<file path="src/rtl/des_mem_pkg.sv">
// Shared definitions for the DES block memory path: widths and the read-stage FSM encoding.
package des_mem_pkg;
  localparam int DES_BLK_W = 64;
  localparam int DPRAM_AW  = 6;

  typedef enum logic [1:0] {
    RD_IDLE  = 2'd0,
    RD_FETCH = 2'd1,
    RD_VALID = 2'd2
  } rd_state_t;
endpackage

</file>
<file path="src/rtl/dpram_fifo_ctrl_if.sv">
// Block streams around the FIFO controller: host->FIFO input stream and FIFO->engine output stream.
interface dpram_fifo_ctrl_if #(parameter int DW = 64);
  logic          in_valid;
  logic          in_ready;
  logic [DW-1:0] in_data;
  logic          out_valid;
  logic          out_ready;
  logic [DW-1:0] out_data;

  modport master (output in_valid, in_data, out_ready,
                  input  in_ready, out_valid, out_data);
  modport slave  (input  in_valid, in_data, out_ready,
                  output in_ready, out_valid, out_data);
endinterface

</file>
<file path="src/rtl/dpram_fifo_ctrl_rd_stage.sv">
// fifo_rd_stage: read FSM for the dpram port 1; prefetches one block and skid-holds it while the engine stalls.
module fifo_rd_stage
  import des_mem_pkg::*;
#(
  parameter int DW = DES_BLK_W
) (
  input  logic          clk,
  input  logic          rst,
  input  logic          clr,
  input  logic          avail_nz,
  input  logic          out_ready,
  input  logic [DW-1:0] mem_rdata,
  output logic          fetch,
  output logic          out_valid,
  output logic [DW-1:0] out_data
);
  rd_state_t     state;
  logic [DW-1:0] hold_q;

  // A fetch is issued whenever the slot after the current one is free next cycle.
  assign fetch    = avail_nz & ((state == RD_IDLE) | out_ready) & ~clr;
  assign out_data = (state == RD_FETCH) ? mem_rdata : hold_q;

  always_ff @(posedge clk) begin
    if (rst) begin
      state     <= RD_IDLE;
      out_valid <= 1'b0;
      hold_q    <= '0;
    end else if (clr) begin
      state     <= RD_IDLE;
      out_valid <= 1'b0;
    end else begin
      case (state)
        RD_IDLE: begin
          if (avail_nz) begin
            state     <= RD_FETCH;
            out_valid <= 1'b1;
          end
        end
        RD_FETCH: begin
          hold_q <= mem_rdata;
          if (!out_ready) begin
            state <= RD_VALID;
          end else if (!avail_nz) begin
            state     <= RD_IDLE;
            out_valid <= 1'b0;
          end
        end
        RD_VALID: begin
          if (out_ready) begin
            if (avail_nz) begin
              state <= RD_FETCH;
            end else begin
              state     <= RD_IDLE;
              out_valid <= 1'b0;
            end
          end
        end
        default: begin
          state     <= RD_IDLE;
          out_valid <= 1'b0;
        end
      endcase
    end
  end
endmodule

</file>
<file path="src/rtl/dpram_fifo_ctrl.sv">
// Circular block FIFO sequencer over the 64x64 dual-port RAM: port 0 writes, port 1 prefetches.
// Optional DPRAM_FIFO_FLUSH_EN adds a synchronous flush input.
module dpram_fifo_ctrl
  import des_mem_pkg::*;
#(
  parameter int DW    = DES_BLK_W,
  parameter int AW    = DPRAM_AW,
  parameter int DEPTH = 2**AW
) (
  input  logic          clk,
  input  logic          rst,
`ifdef DPRAM_FIFO_FLUSH_EN
  input  logic          flush,
`endif
  dpram_fifo_ctrl_if.slave s,
  output logic [AW:0]   count,
  output logic          full,
  output logic          empty,
  output logic          mem_en,
  output logic          mem_wr0,
  output logic [AW-1:0] mem_add0,
  output logic [DW-1:0] mem_data0_in,
  output logic          mem_wr1,
  output logic [AW-1:0] mem_add1,
  output logic [DW-1:0] mem_data1_in,
  input  logic [DW-1:0] mem_data1_out
);
  localparam logic [AW:0] ONE   = (AW+1)'(1);
  localparam logic [AW:0] FULLC = (AW+1)'(DEPTH);

  logic [AW-1:0] wr_ptr, rd_ptr;
  logic [AW:0]   avail;
  logic          clr, push, pop, fetch;

`ifdef DPRAM_FIFO_FLUSH_EN
  assign clr = flush;
`else
  assign clr = 1'b0;
`endif

  assign full       = (count == FULLC);
  assign empty      = (count == '0);
  assign s.in_ready = ~full;

  assign push = s.in_valid & s.in_ready & ~clr;
  assign pop  = s.out_valid & s.out_ready & ~clr;

  assign mem_en       = push | fetch;
  assign mem_wr0      = push;
  assign mem_add0     = wr_ptr;
  assign mem_data0_in = push ? s.in_data : '0;
  assign mem_wr1      = 1'b0;
  assign mem_add1     = rd_ptr;
  assign mem_data1_in = '0;

  fifo_rd_stage #(.DW(DW)) u_rd (
    .clk       (clk),
    .rst       (rst),
    .clr       (clr),
    .avail_nz  (avail != '0),
    .out_ready (s.out_ready),
    .mem_rdata (mem_data1_out),
    .fetch     (fetch),
    .out_valid (s.out_valid),
    .out_data  (s.out_data)
  );

  // Pointers wrap naturally because DEPTH is a power of two.
  always_ff @(posedge clk) begin
    if (rst || clr) begin
      wr_ptr <= '0;
      rd_ptr <= '0;
      count  <= '0;
      avail  <= '0;
    end else begin
      if (push)  wr_ptr <= wr_ptr + 1'b1;
      if (fetch) rd_ptr <= rd_ptr + 1'b1;
      case ({push, pop})
        2'b10:   count <= count + ONE;
        2'b01:   count <= count - ONE;
        default: count <= count;
      endcase
      case ({push, fetch})
        2'b10:   avail <= avail + ONE;
        2'b01:   avail <= avail - ONE;
        default: avail <= avail;
      endcase
    end
  end
endmodule

</file>
<file path="src/flat_wrapper.sv">
// flat-port wrapper written by rule: the top's interface ports become plain ports
module dpram_fifo_ctrl_flat import des_mem_pkg::*;
#(
  parameter int DW    = DES_BLK_W,
  parameter int AW    = DPRAM_AW,
  parameter int DEPTH = 2**AW
)
  (clk, rst, count, full, empty, mem_en, mem_wr0, mem_add0, mem_data0_in, mem_wr1, mem_add1, mem_data1_in, mem_data1_out, s_in_valid, s_in_data, s_out_ready, s_in_ready, s_out_valid, s_out_data);
  dpram_fifo_ctrl_if #(.DW(DW)) s_i ();
  input  logic clk;
  input  logic rst;
  output logic [AW:0] count;
  output logic full;
  output logic empty;
  output logic mem_en;
  output logic mem_wr0;
  output logic [AW-1:0] mem_add0;
  output logic [DW-1:0] mem_data0_in;
  output logic mem_wr1;
  output logic [AW-1:0] mem_add1;
  output logic [DW-1:0] mem_data1_in;
  input  logic [DW-1:0] mem_data1_out;
  input wire logic [$bits(s_i.in_valid)-1:0] s_in_valid;
  input wire logic [$bits(s_i.in_data)-1:0] s_in_data;
  input wire logic [$bits(s_i.out_ready)-1:0] s_out_ready;
  output wire logic [$bits(s_i.in_ready)-1:0] s_in_ready;
  output wire logic [$bits(s_i.out_valid)-1:0] s_out_valid;
  output wire logic [$bits(s_i.out_data)-1:0] s_out_data;
  assign s_i.in_valid = s_in_valid;
  assign s_i.in_data = s_in_data;
  assign s_i.out_ready = s_out_ready;
  assign s_in_ready = s_i.in_ready;
  assign s_out_valid = s_i.out_valid;
  assign s_out_data = s_i.out_data;
  dpram_fifo_ctrl #(.DW(DW), .AW(AW), .DEPTH(DEPTH)) u_core (.clk(clk), .rst(rst), .s(s_i), .count(count), .full(full), .empty(empty), .mem_en(mem_en), .mem_wr0(mem_wr0), .mem_add0(mem_add0), .mem_data0_in(mem_data0_in), .mem_wr1(mem_wr1), .mem_add1(mem_add1), .mem_data1_in(mem_data1_in), .mem_data1_out(mem_data1_out));
endmodule
</file>
<file path="config.mk">
export PLATFORM = sky130hd
export DESIGN_NAME = dpram_fifo_ctrl_flat
export DESIGN_NICKNAME = d
export VERILOG_FILES = /design/src/rtl/des_mem_pkg.sv /design/src/rtl/dpram_fifo_ctrl_if.sv /design/src/rtl/dpram_fifo_ctrl_rd_stage.sv /design/src/rtl/dpram_fifo_ctrl.sv /design/src/flat_wrapper.sv
export SDC_FILE = /design/constraint.sdc
export NUM_CORES = 1
export LEC_CHECK = 0
export BUFFER_PORTS_ARGS = -buffer_cell sky130_fd_sc_hd__buf_4
export CAP_MARGIN = 0
export CORE_AREA = 2 2 136 138
export CTS_CLUSTER_SIZE = 12
export DETAILED_ROUTE_END_ITERATION = 6
export DIE_AREA = 0 0 138 140
export PLACE_DENSITY = 0.68
export SETUP_SLACK_MARGIN = 0.5
export SYNTH_ARGS = -nofsm -noshare
export SYNTH_HDL_FRONTEND = slang
export SYNTH_SLANG_ARGS = --single-unit
</file>
<file path="constraint.sdc">
create_clock -name clk -period 10.65 [get_ports clk]
set_clock_uncertainty 0.2 [all_clocks]
set_input_delay 1.065 -clock clk [delete_from_list [all_inputs] [get_ports clk]]
set_output_delay 1.065 -clock clk [all_outputs]
set_load 0.01 [all_outputs]
</file>
== Yosys cells after proc, flatten, opt, wreduce, memory -nomap -nowiden ==
Index checks and enable logic that the tools add are counted.

* Bits in read-only memories: 0
* Word-level logic and storage cells: 53
* Output and inout bits: 218
* Memory bits (writable): 0
* Bits in registers: 93
* Memories kept: 0
* Bits of input ports: 132
* Bits in latches: 0

* Equal/unequal tests: 12
* Bitwise operators: 6
* Shifts and indexed selects: 0
* Reductions and logical operators: 8
* Add/subtract/negate cells: 6
* Magnitude comparators: 0
* $mul: 0
* Divide/modulo/power cells: 0
* Multiplexer cells: 14

{| class="wikitable"
|+ Operators by type and width
! kind !! number
|-
| $mux 64 || 2
|-
| $pmux 7 s2 || 2
|-
| $add 7x1->7 const B || 2
|-
| $sub 7x1->7 const B || 2
|-
| $add 6x1->6 const B || 2
|-
| $mux 2 || 4
|-
| $eq 7x7->1 const B || 1
|-
| $logic_not 7->1 || 1
|-
| $reduce_bool 7->1 || 1
|-
| $eq 2x1->1 const B || 3
|-
| $eq 2x2->1 const B || 3
|-
| $ne 2x2->1 const B || 3
|-
| $pmux 2 s3 || 1
|-
| $reduce_and 3->1 || 2
|-
| $mux 1 || 4
|-
| $reduce_bool 2->1 || 2
|-
| $and 1x1->1 || 3
|-
| $ne 3x3->1 const B || 1
|-
| $logic_not 2->1 || 1
|-
| $ne 2x1->1 const B || 1
|-
| $or 1x1->1 || 2
|-
| $pmux 1 s2 || 1
|-
| $reduce_or 2->1 || 1
|-
| $not 1->1 || 1
|}

== Logic depth before layout (Yosys ltp) ==
Gate-level depths: netlist of the first run.

* Depth in word-level cells: 5
* Depth in mapped cells: 14
* Depth with buffers taken out: 12

== Modules after synthesis ==
A second synthesis of the first run with hierarchy kept.

* Cells, all modules: 658
* Area total of the unflattened synthesis: 5978.2 um2

{| class="wikitable"
|+ By module, submodules not included
! module !! area each (um2) !! times used !! sequential area each (um2) !! cells an instance
|-
| fifo_rd_stage || 3362.0 || 1 || 1341.3 || 310
|-
| dpram_fifo_ctrl || 2616.3 || 1 || 520.5 || 348
|}

== Worst setup path after synthesis of the first run ==
Ideal clock, no wire load.

* Path type: in2reg
* From: input s_in_valid
* To: register u_core.count[4]
* Arrival time: 3.425 ns
* Data required time: 10.329 ns
* Setup time: 0.121 ns
* Path slack: 6.904 ns
* Stages on the path: 13
* Path buffers: 2
* Path through: inv_1 a41oi_4 buf_6 inv_1 ha_1 buf_6 xor2_1 ha_1 or3_4 a21oi_4 o21ai_0 a21oi_2 mux2_4

* Longest elaborated chain between the ends: 3
* Elaborated cells on any way between the ends: 5
* Those cells by class: eq/ne: 2; mux: 1; bitwise: 1; reduce/logical: 1

{| class="wikitable"
|+ RTL lines
! element !! RTL line !! RTL
|-
| start, declared || flat_wrapper.sv:23 || <nowiki>input wire logic [$bits(s_i.in_valid)-1:0] s_in_valid;</nowiki>
|-
| $and 1x1->1 * || dpram_fifo_ctrl.sv:45 || <nowiki>assign push = s.in_valid & s.in_ready & ~clr;</nowiki>
|-
| $eq 2x1->1 / $eq 2x2->1 (equally long branches) || dpram_fifo_ctrl.sv:78 || <nowiki>case ({push, pop})</nowiki>
|-
| $pmux 7 s2 / $reduce_bool 2->1 (equally long branches) || - ||
|-
| end signal, assigned || dpram_fifo_ctrl.sv:79 || <nowiki>2'b10: count <= count + ONE;</nowiki>
|-
| end signal, assigned || dpram_fifo_ctrl.sv:80 || <nowiki>2'b01: count <= count - ONE;</nowiki>
|-
| end signal, assigned || dpram_fifo_ctrl.sv:81 || <nowiki>default: count <= count;</nowiki>
|-
| end, declared || dpram_fifo_ctrl.sv:16 || <nowiki>output logic [AW:0] count,</nowiki>
|}

Every way passes the cells marked *; elsewhere a longest branch is shown, timed or not.
A chain may end at the register's enable or synchronous reset.

== Final worst setup path of the first run ==
Same ends and word-level chain as after synthesis.

==> qor.yml, run 1 <==
power_and_ir_drop:
  swShare: 0.364
  leakage_nw: 3.76
  p_int_w: 0.00108
  cellPowerDensity_nw_per_um2: 218
  ir_worst_vdd_mv: 0.113
  seqPwrFrac: 0.280
  pwr-share-comb: 0.519
  p_sw_w: 0.000617
  pwr-share-clk: 0.201
  p_total_w: 0.00170
grt:
  grt_pass1_vias: 4141
  antenna_found_initial: 0
  grt_overflow: 0
  grt_pass1_wl_um: 22600
  grt_usage: 0.145
  grt_max_degree: 73
sta:
  max-slew-margin-rel: 0.402
  tightest_slew_ns: 0.897
  finalSetupTns_ns: 0
  setup_ws_ns: 6.50
  period_minus_slack_ns: 4.15
  fmax_mhz: 241
  setup_violations: 0
  final_max_slew_viol_count: 0
  hold_viol_final: 0
  fin_crit_sh: 0.389
  rsz0062_at_grt: "false"
clocking:
  cts_setup_buffers: 0
  clockBufferDepth: 2
  clkLatencyLatePin_ns: 0.34
  clkSlewWorstSetupHoldPaths_ns: 0.07
  postCtsHoldBufs: 0
  root_buffer: "clkbuf_16"
  cts_resized: 0
  clkSinkCount: 93
  cts_buffers: 9
  cts_tree: "yes"
  htree_levels: 3
logic_synthesis:
  syn_area_um2: 5460
  seq_area_frac_synth: 0.341
  synthFlopType: "dfxtp_1"
  synth_area_per_cell_um2: 9.28
  ys_ff_latch: 93
  synth-async-reset-ratio: 0
  yosysUniqueCellTypes: 60
  synth_cells: 588
  yosys_warnings: 0
  synth-edff-count: 0
detailed_routing:
  detail_route.vias_per_cell: 4.23
  drtPass1Iterations: 4
  drcViolationCount: 0
  vias: 4584
  ant_nets: 0
  dr.first_iter.drc_count: 171
  wl_per_cell_um: 13.7
  finalWirelength_um: 14800
hold_path:
  min_from: "u_core.mem_add0[1]"
  hold_depth: 2
  hold_class: "reg -> reg"
  min_to: "u_core.mem_add0[1]"
die:
  start_util: 0.307
  core_region_area_um2: 17800
  die_area_um2: 19300
  die_x_um: 138
  die_h_um: 140
  ios: 350
  rows: 49
worst_setup_path:
  cp_max_fo: 72
  crit_path_cell_trace: "buf_4 -> inv_1 -> a41oi_4 -> buf_4 -> inv_1 -> ha_1 -> xor2_1 -> ha_1 -> or3_4 -> a21oi_4 -> o21ai_0 -> a21oi_2 -> mux2_4"
  critPathMaxStageDelay_ns: 0.47
  r2r_cells: 12
  critPathLaunchType: "primary input"
  regToRegEndpoint: "u_core.count[4]"
  timing.reg2reg.setup_slack_ns: 6.56
  reg2reg_from: "u_core.count[2]"
  end_kind: "flop"
  critical_path_class: "in -> reg"
  cp.required_ns: 10.68
  arrival_ns: 4.18
  cpMaxStageDelayCell: "buf_4"
final_layout:
  utilization: 0.437
  drive_gt1_frac: 0.454
  nFillCells: 1803
  n_antenna_cell: 0
  area_growth_pct: 42.3
  layout.nets: 995
status:
  status: "finished clean"
placed_design:
  port_buffers: 284
  pre_cts_ws_ns: 6.13
  place_congestion: 0.811
  dp_hpwl_um: 11300
flow_run:
  drv_cap: 0
synth_stat cells, drive strengths merged, types with 2 or more instances:
cell type,number,area (um2)
nand2b,2,12.5
nor2b,71,444
nand3,5,25.0
nor3,6,41.3
nand4,7,43.8
a21oi,15,90.1
inv,15,56.3
a41oi,2,36.3
and2,67,419
o211ai,2,15.0
nor4,2,27.5
clkbuf,21,100
o21ai,7,35.0
xor2,13,114
xnor2,5,43.8
buf,79,591
nor2,37,139
and3,3,18.8
nand2,16,60.1
nor3b,3,22.5
mux2,71,803
ha,13,163
a31oi,2,18.8
dfxtp,93,1860
mux2i,6,60.1
or3,4,30.0
layout make-up:
| type | count | area [um2] | share of cell area |
|---|---|---|---|
| well taps | 229 | 287 | 0.0369 |
| multi-input cells | 444 | 3090 | 0.398 |
| repair buffers | 287 | 2150 | 0.278 |
| clock inverters | 7 | 87.6 | 0.0113 |
| clock buffers | 9 | 225 | 0.0290 |
| flip-flops and latches | 93 | 1860 | 0.240 |
| inverters | 15 | 56.3 | 0.00725 |
worst max-delay path: cells and delay by family:
| kind | cells | cell delay, ns |
|---|---|---|
| adders and majority gates | 2 | 0.70 |
| xor gates and xnor gates | 1 | 0.22 |
| buffers and inverters | 4 | 0.87 |
| muxes | 1 | 0.31 |
| and+or+nand+nor | 1 | 0.34 |
| AOI/OAI and AO/OA | 4 | 0.64 |
layer usage:
layer,GRT usage,vias up,part of all wire
li1,-,2324,-
met1,0.191,2120,0.46
met2,0.238,125,0.49
met3,0.0376,15,0.047
met4,0.0333,0,0.012
met5,0,-,0
flip-flops by register name (all words and copies together), names as in the netlist:
name,cells
u_core.u_rd.out_valid,1
u_core.avail,7
u_core.u_rd.state,2
u_core.u_rd.hold_q,64
u_core.mem_add1,6
u_core.count,7
u_core.mem_add0,6
through the flow:
| stage | instance area (um2) | hold WS [ns] | std cells |
|---|---|---|---|
| 6_report | 7760 | 0.310 | 1084 |
| 2_1_floorplan | 5700 | 0.285 | 652 |
| 3_3_place_gp | 7450 | 0.299 | 1068 |
| 4_1_cts | 7760 | 0.313 | 1084 |
| 3_5_place_dp | 7450 | 0.301 | 1068 |
| 5_1_grt | 7760 | 0.343 | 1084 |
logic make-up after synthesis:
family,Yosys count,share of synthesized area
other,1,0.000687
buffers and inverters,115,0.137
AOI/OAI and AO/OA,43,0.0610
and+or+nand+nor,228,0.243
adders and majority gates,13,0.0298
xor gates and xnor gates,18,0.0289
muxes,77,0.158
DFF,93,0.341
how the worst max path moves through the flow:
stage	start	endpoint	slack [ns]	depth (start not counted)
after floorplan	s_in_valid	u_core.count[4]	6.90	13
final	s_in_valid	u_core.count[4]	6.50	13
after global routing	s_in_valid	u_core.count[4]	6.22	13
after detailed placement	s_in_valid	u_core.count[4]	6.13	13
after CTS	s_in_valid	u_core.count[4]	6.50	13
after global placement	s_in_valid	u_core.count[4]	6.20	13
placed cells by master (no fill, tap or decap), types with 15 or more instances in the layout:
master	instances
nor2_1	37
buf_4	287
dfxtp_1	93
nand2_1	16
nor2b_1	71
conb_1	65
inv_1	15
and2_1	67
mux2_2	70
power groups by stage:
stage	Clock (W)	Sequential, W	Combinational (W)
3_5_place_dp	0	0.000483	0.000884
4_1_cts	0.000357	0.000475	0.000889
5_1_grt	0.000370	0.000485	0.000958
6_report	0.000341	0.000475	0.000880
3_3_place_gp	0	0.000481	0.000877
2_1_floorplan	0	0.000465	0.000600
No activity file was read; power rests on OpenSTA's default activity.
==> run 2, diff against run 1 <==
CORE_AREA = 2 2 134 136   (was 2 2 136 138)
DIE_AREA = 0 0 136 138   (was 0 0 138 140)
PLACE_DENSITY = 0.7   (was 0.68)
clock period = 4.14 ns   (was 10.65 ns; I/O delays follow)
==> run 2 against run 1 <==
Net effect: via count increased by 0.37%; wire length is 1.1% lower; die area down 2.9%; utilization up 0.62 points; total power rose to 2.5 times the previous value; critical path type is now reg -> reg; critical endpoint is now u_core.avail[6]; largest cell class unchanged; largest power group unchanged.
==> qor.yml, run 2 (same netlist as run 1, synthesis figures left out) <==
worst_setup_path:
  cp.required_ns: 4.18  # -6.50 ns
  cp_max_fo: 12  # -83%
  critical_path_class: "reg -> reg"
  crit_path_cell_trace: "nor2_1 -> a41oi_4 -> inv_1 -> ha_2 -> xor2_1 -> ha_1 -> o22a_1 -> o21ai_1 -> o2111a_1 -> o31ai_1 -> mux2_2"
  cpMaxStageDelayCell: "dfxtp_1"
  arrival_ns: 3.36  # -0.82 ns
  critPathLaunchType: "flop"
  crit_family: "compound AO/OA/AOI/OAI gates"
  critPathMaxStageDelay_ns: 0.39  # -0.08 ns
  path_buf_inv: 1  # -3
  end_kind: "flop"
clocking:
  root_buffer: "clkbuf_16"
  clkLatencyLatePin_ns: 0.35  # about the same
  htree_levels: 3  # unchanged
  cts_setup_buffers: 0  # unchanged
  cts_tree: "yes"
  clkSinkCount: 93  # unchanged
  cts_buffers: 9  # unchanged
  clockBufferDepth: 2  # unchanged
  clkSlewWorstSetupHoldPaths_ns: 0.07  # about the same
sta:
  fmax_mhz: 301
  fin_crit_sh: 0.803
  period_minus_slack_ns: 3.32
  hold_viol_final: 0  # unchanged
  finalSetupTns_ns: 0  # unchanged
  tightest_slew_ns: 0.873  # -0.0237 ns
  setup_violations: 0  # unchanged
  final_max_slew_viol_count: 0  # unchanged
  max-slew-margin-rel: 0.418  # +0.0158
  holdWs_ns: 0.188  # -0.121 ns
  rsz0062_at_grt: "false"
die:
  rows: 49  # unchanged
  start_util: 0.311  # +0.00429
  core_region_area_um2: 17500  # -1.4%
  die_x_um: 136  # -1.4%
  die_h_um: 138  # -1.4%
  ios: 350  # unchanged
  die_area_um2: 18800  # -2.9%
power_and_ir_drop:
  cellPowerDensity_nw_per_um2: 556  # +150%
  leakage_nw: 3.76  # about the same
  ir_worst_vdd_mv: 0.280  # +150%
grt:
  grt_usage: 0.151  # +0.00682
  grt_pass1_wl_um: 22500  # -0.39%
  grt_max_degree: 72  # -1.4%
  grt_overflow: 0  # unchanged
  grt_pass1_vias: 4266  # +3.0%
  antenna_found_initial: 0  # unchanged
detailed_routing:
  vias: 4601  # +0.37%
  drtPass1Iterations: 4  # unchanged
  detail_route.vias_per_cell: 4.24  # +0.28%
  drcViolationCount: 0  # unchanged
  wl_per_cell_um: 13.5  # -1.1%
  ant_nets: 0  # unchanged
  finalWirelength_um: 14700  # -1.1%
  dr.first_iter.drc_count: 184  # +7.6%
final_layout:
  largest_register_ffs: 64  # unchanged
  reg_top3: "u_core.u_rd.hold_q: 64 flops, u_core.avail: 7 flops, u_core.count: 7 flops"
  layout.nets: 996  # +0.10%
  final_common_cell: "buf_4"
  nFillCells: 1772  # -1.7%
  top_register: "u_core.u_rd.hold_q"
  layout_common_cells: "buf_4 (288), dfxtp_1 (93), nor2b_1 (71)"
  drive_gt1_frac: 0.456  # +0.00181
  n_antenna_cell: 0  # unchanged
  area_growth_pct: 42.3  # about the same
placed_design:
  place_congestion: 0.842  # +3.8%
  port_buffers: 284  # unchanged
  dp_hpwl_um: 11200  # -0.30%
flow_run:
  drv_cap: 0  # unchanged
hold_path:
  hold_class: "in -> reg"
status:
  status: "finished clean"
-- run 2: where the power goes --
group          leakage [nW]  switching, W  internal, W
combinational          2.85       0.00107      0.00121
clock                 0.147      0.000391     0.000427
sequential            0.761      0.000128      0.00109
-- run 2: tightest hold or removal path, stage by stage --
cell and delay, ns:
buf_4 0.11, or4b_2 0.11, mux2i_1 0.05
-- run 2: per-layer routing --
| metal | part of all wire | wire [um] | up-vias | track usage |
|---|---|---|---|---|
| met5 | 0 | 0 | - | 0 |
| met4 | 0.018 | 263 | 0 | 0.0488 |
| met3 | 0.058 | 848 | 18 | 0.0359 |
| met2 | 0.48 | 7060 | 138 | 0.241 |
| met1 | 0.44 | 6500 | 2126 | 0.201 |
| li1 | - | - | 2319 | - |
-- run 2: per-stage QoR --
| stage | cell area, um2 | setup WS, ns | power, W | instances | util |
|---|---|---|---|---|---|
| final | 7760 | 0.815 | 0.00432 | 1085 | 0.443 |
| after global routing | 7760 | 0.549 | 0.00462 | 1085 | 0.443 |
| after CTS | 7750 | 0.633 | 0.00436 | 1085 | 0.442 |
| after detailed placement | 7460 | 0.644 | 0.00351 | 1069 | 0.425 |
| after global placement | 7460 | 0.728 | 0.00349 | 1069 | 0.425 |
| after floorplan | 5700 | 0.716 | 0.00274 | 652 | - |
-- run 2: final timing paths --
path / start / end / slack, ns / cells after the start
setup reg to reg: u_core.count[4] / u_core.avail[6] / 0.82 / 11
hold / removal: s_out_ready / u_core.u_rd.state[1] / 0.19 / 3
setup / recovery: u_core.count[4] / u_core.avail[6] / 0.82 / 11
hold reg to reg: u_core.mem_add1[5] / u_core.mem_add1[5] / 0.32 / 2
-- run 2: timing repair --
action	4_1_cts	5_1_grt
hold buffers	0	0
resized for setup	0	2
setup endpoints to repair	0	2
-- run 2: cell type report --
cell class                      count  area (um2)  area share
Clock buffer                        9         225      0.0290
Clock inverter                      7        70.1     0.00903
Tap cell                          229         287      0.0369
Multi-Input combinational cell    444        3100       0.399
Sequential cell                    93        1860       0.240
Timing Repair Buffer              288        2160       0.279
Inverter                           15        56.3     0.00725
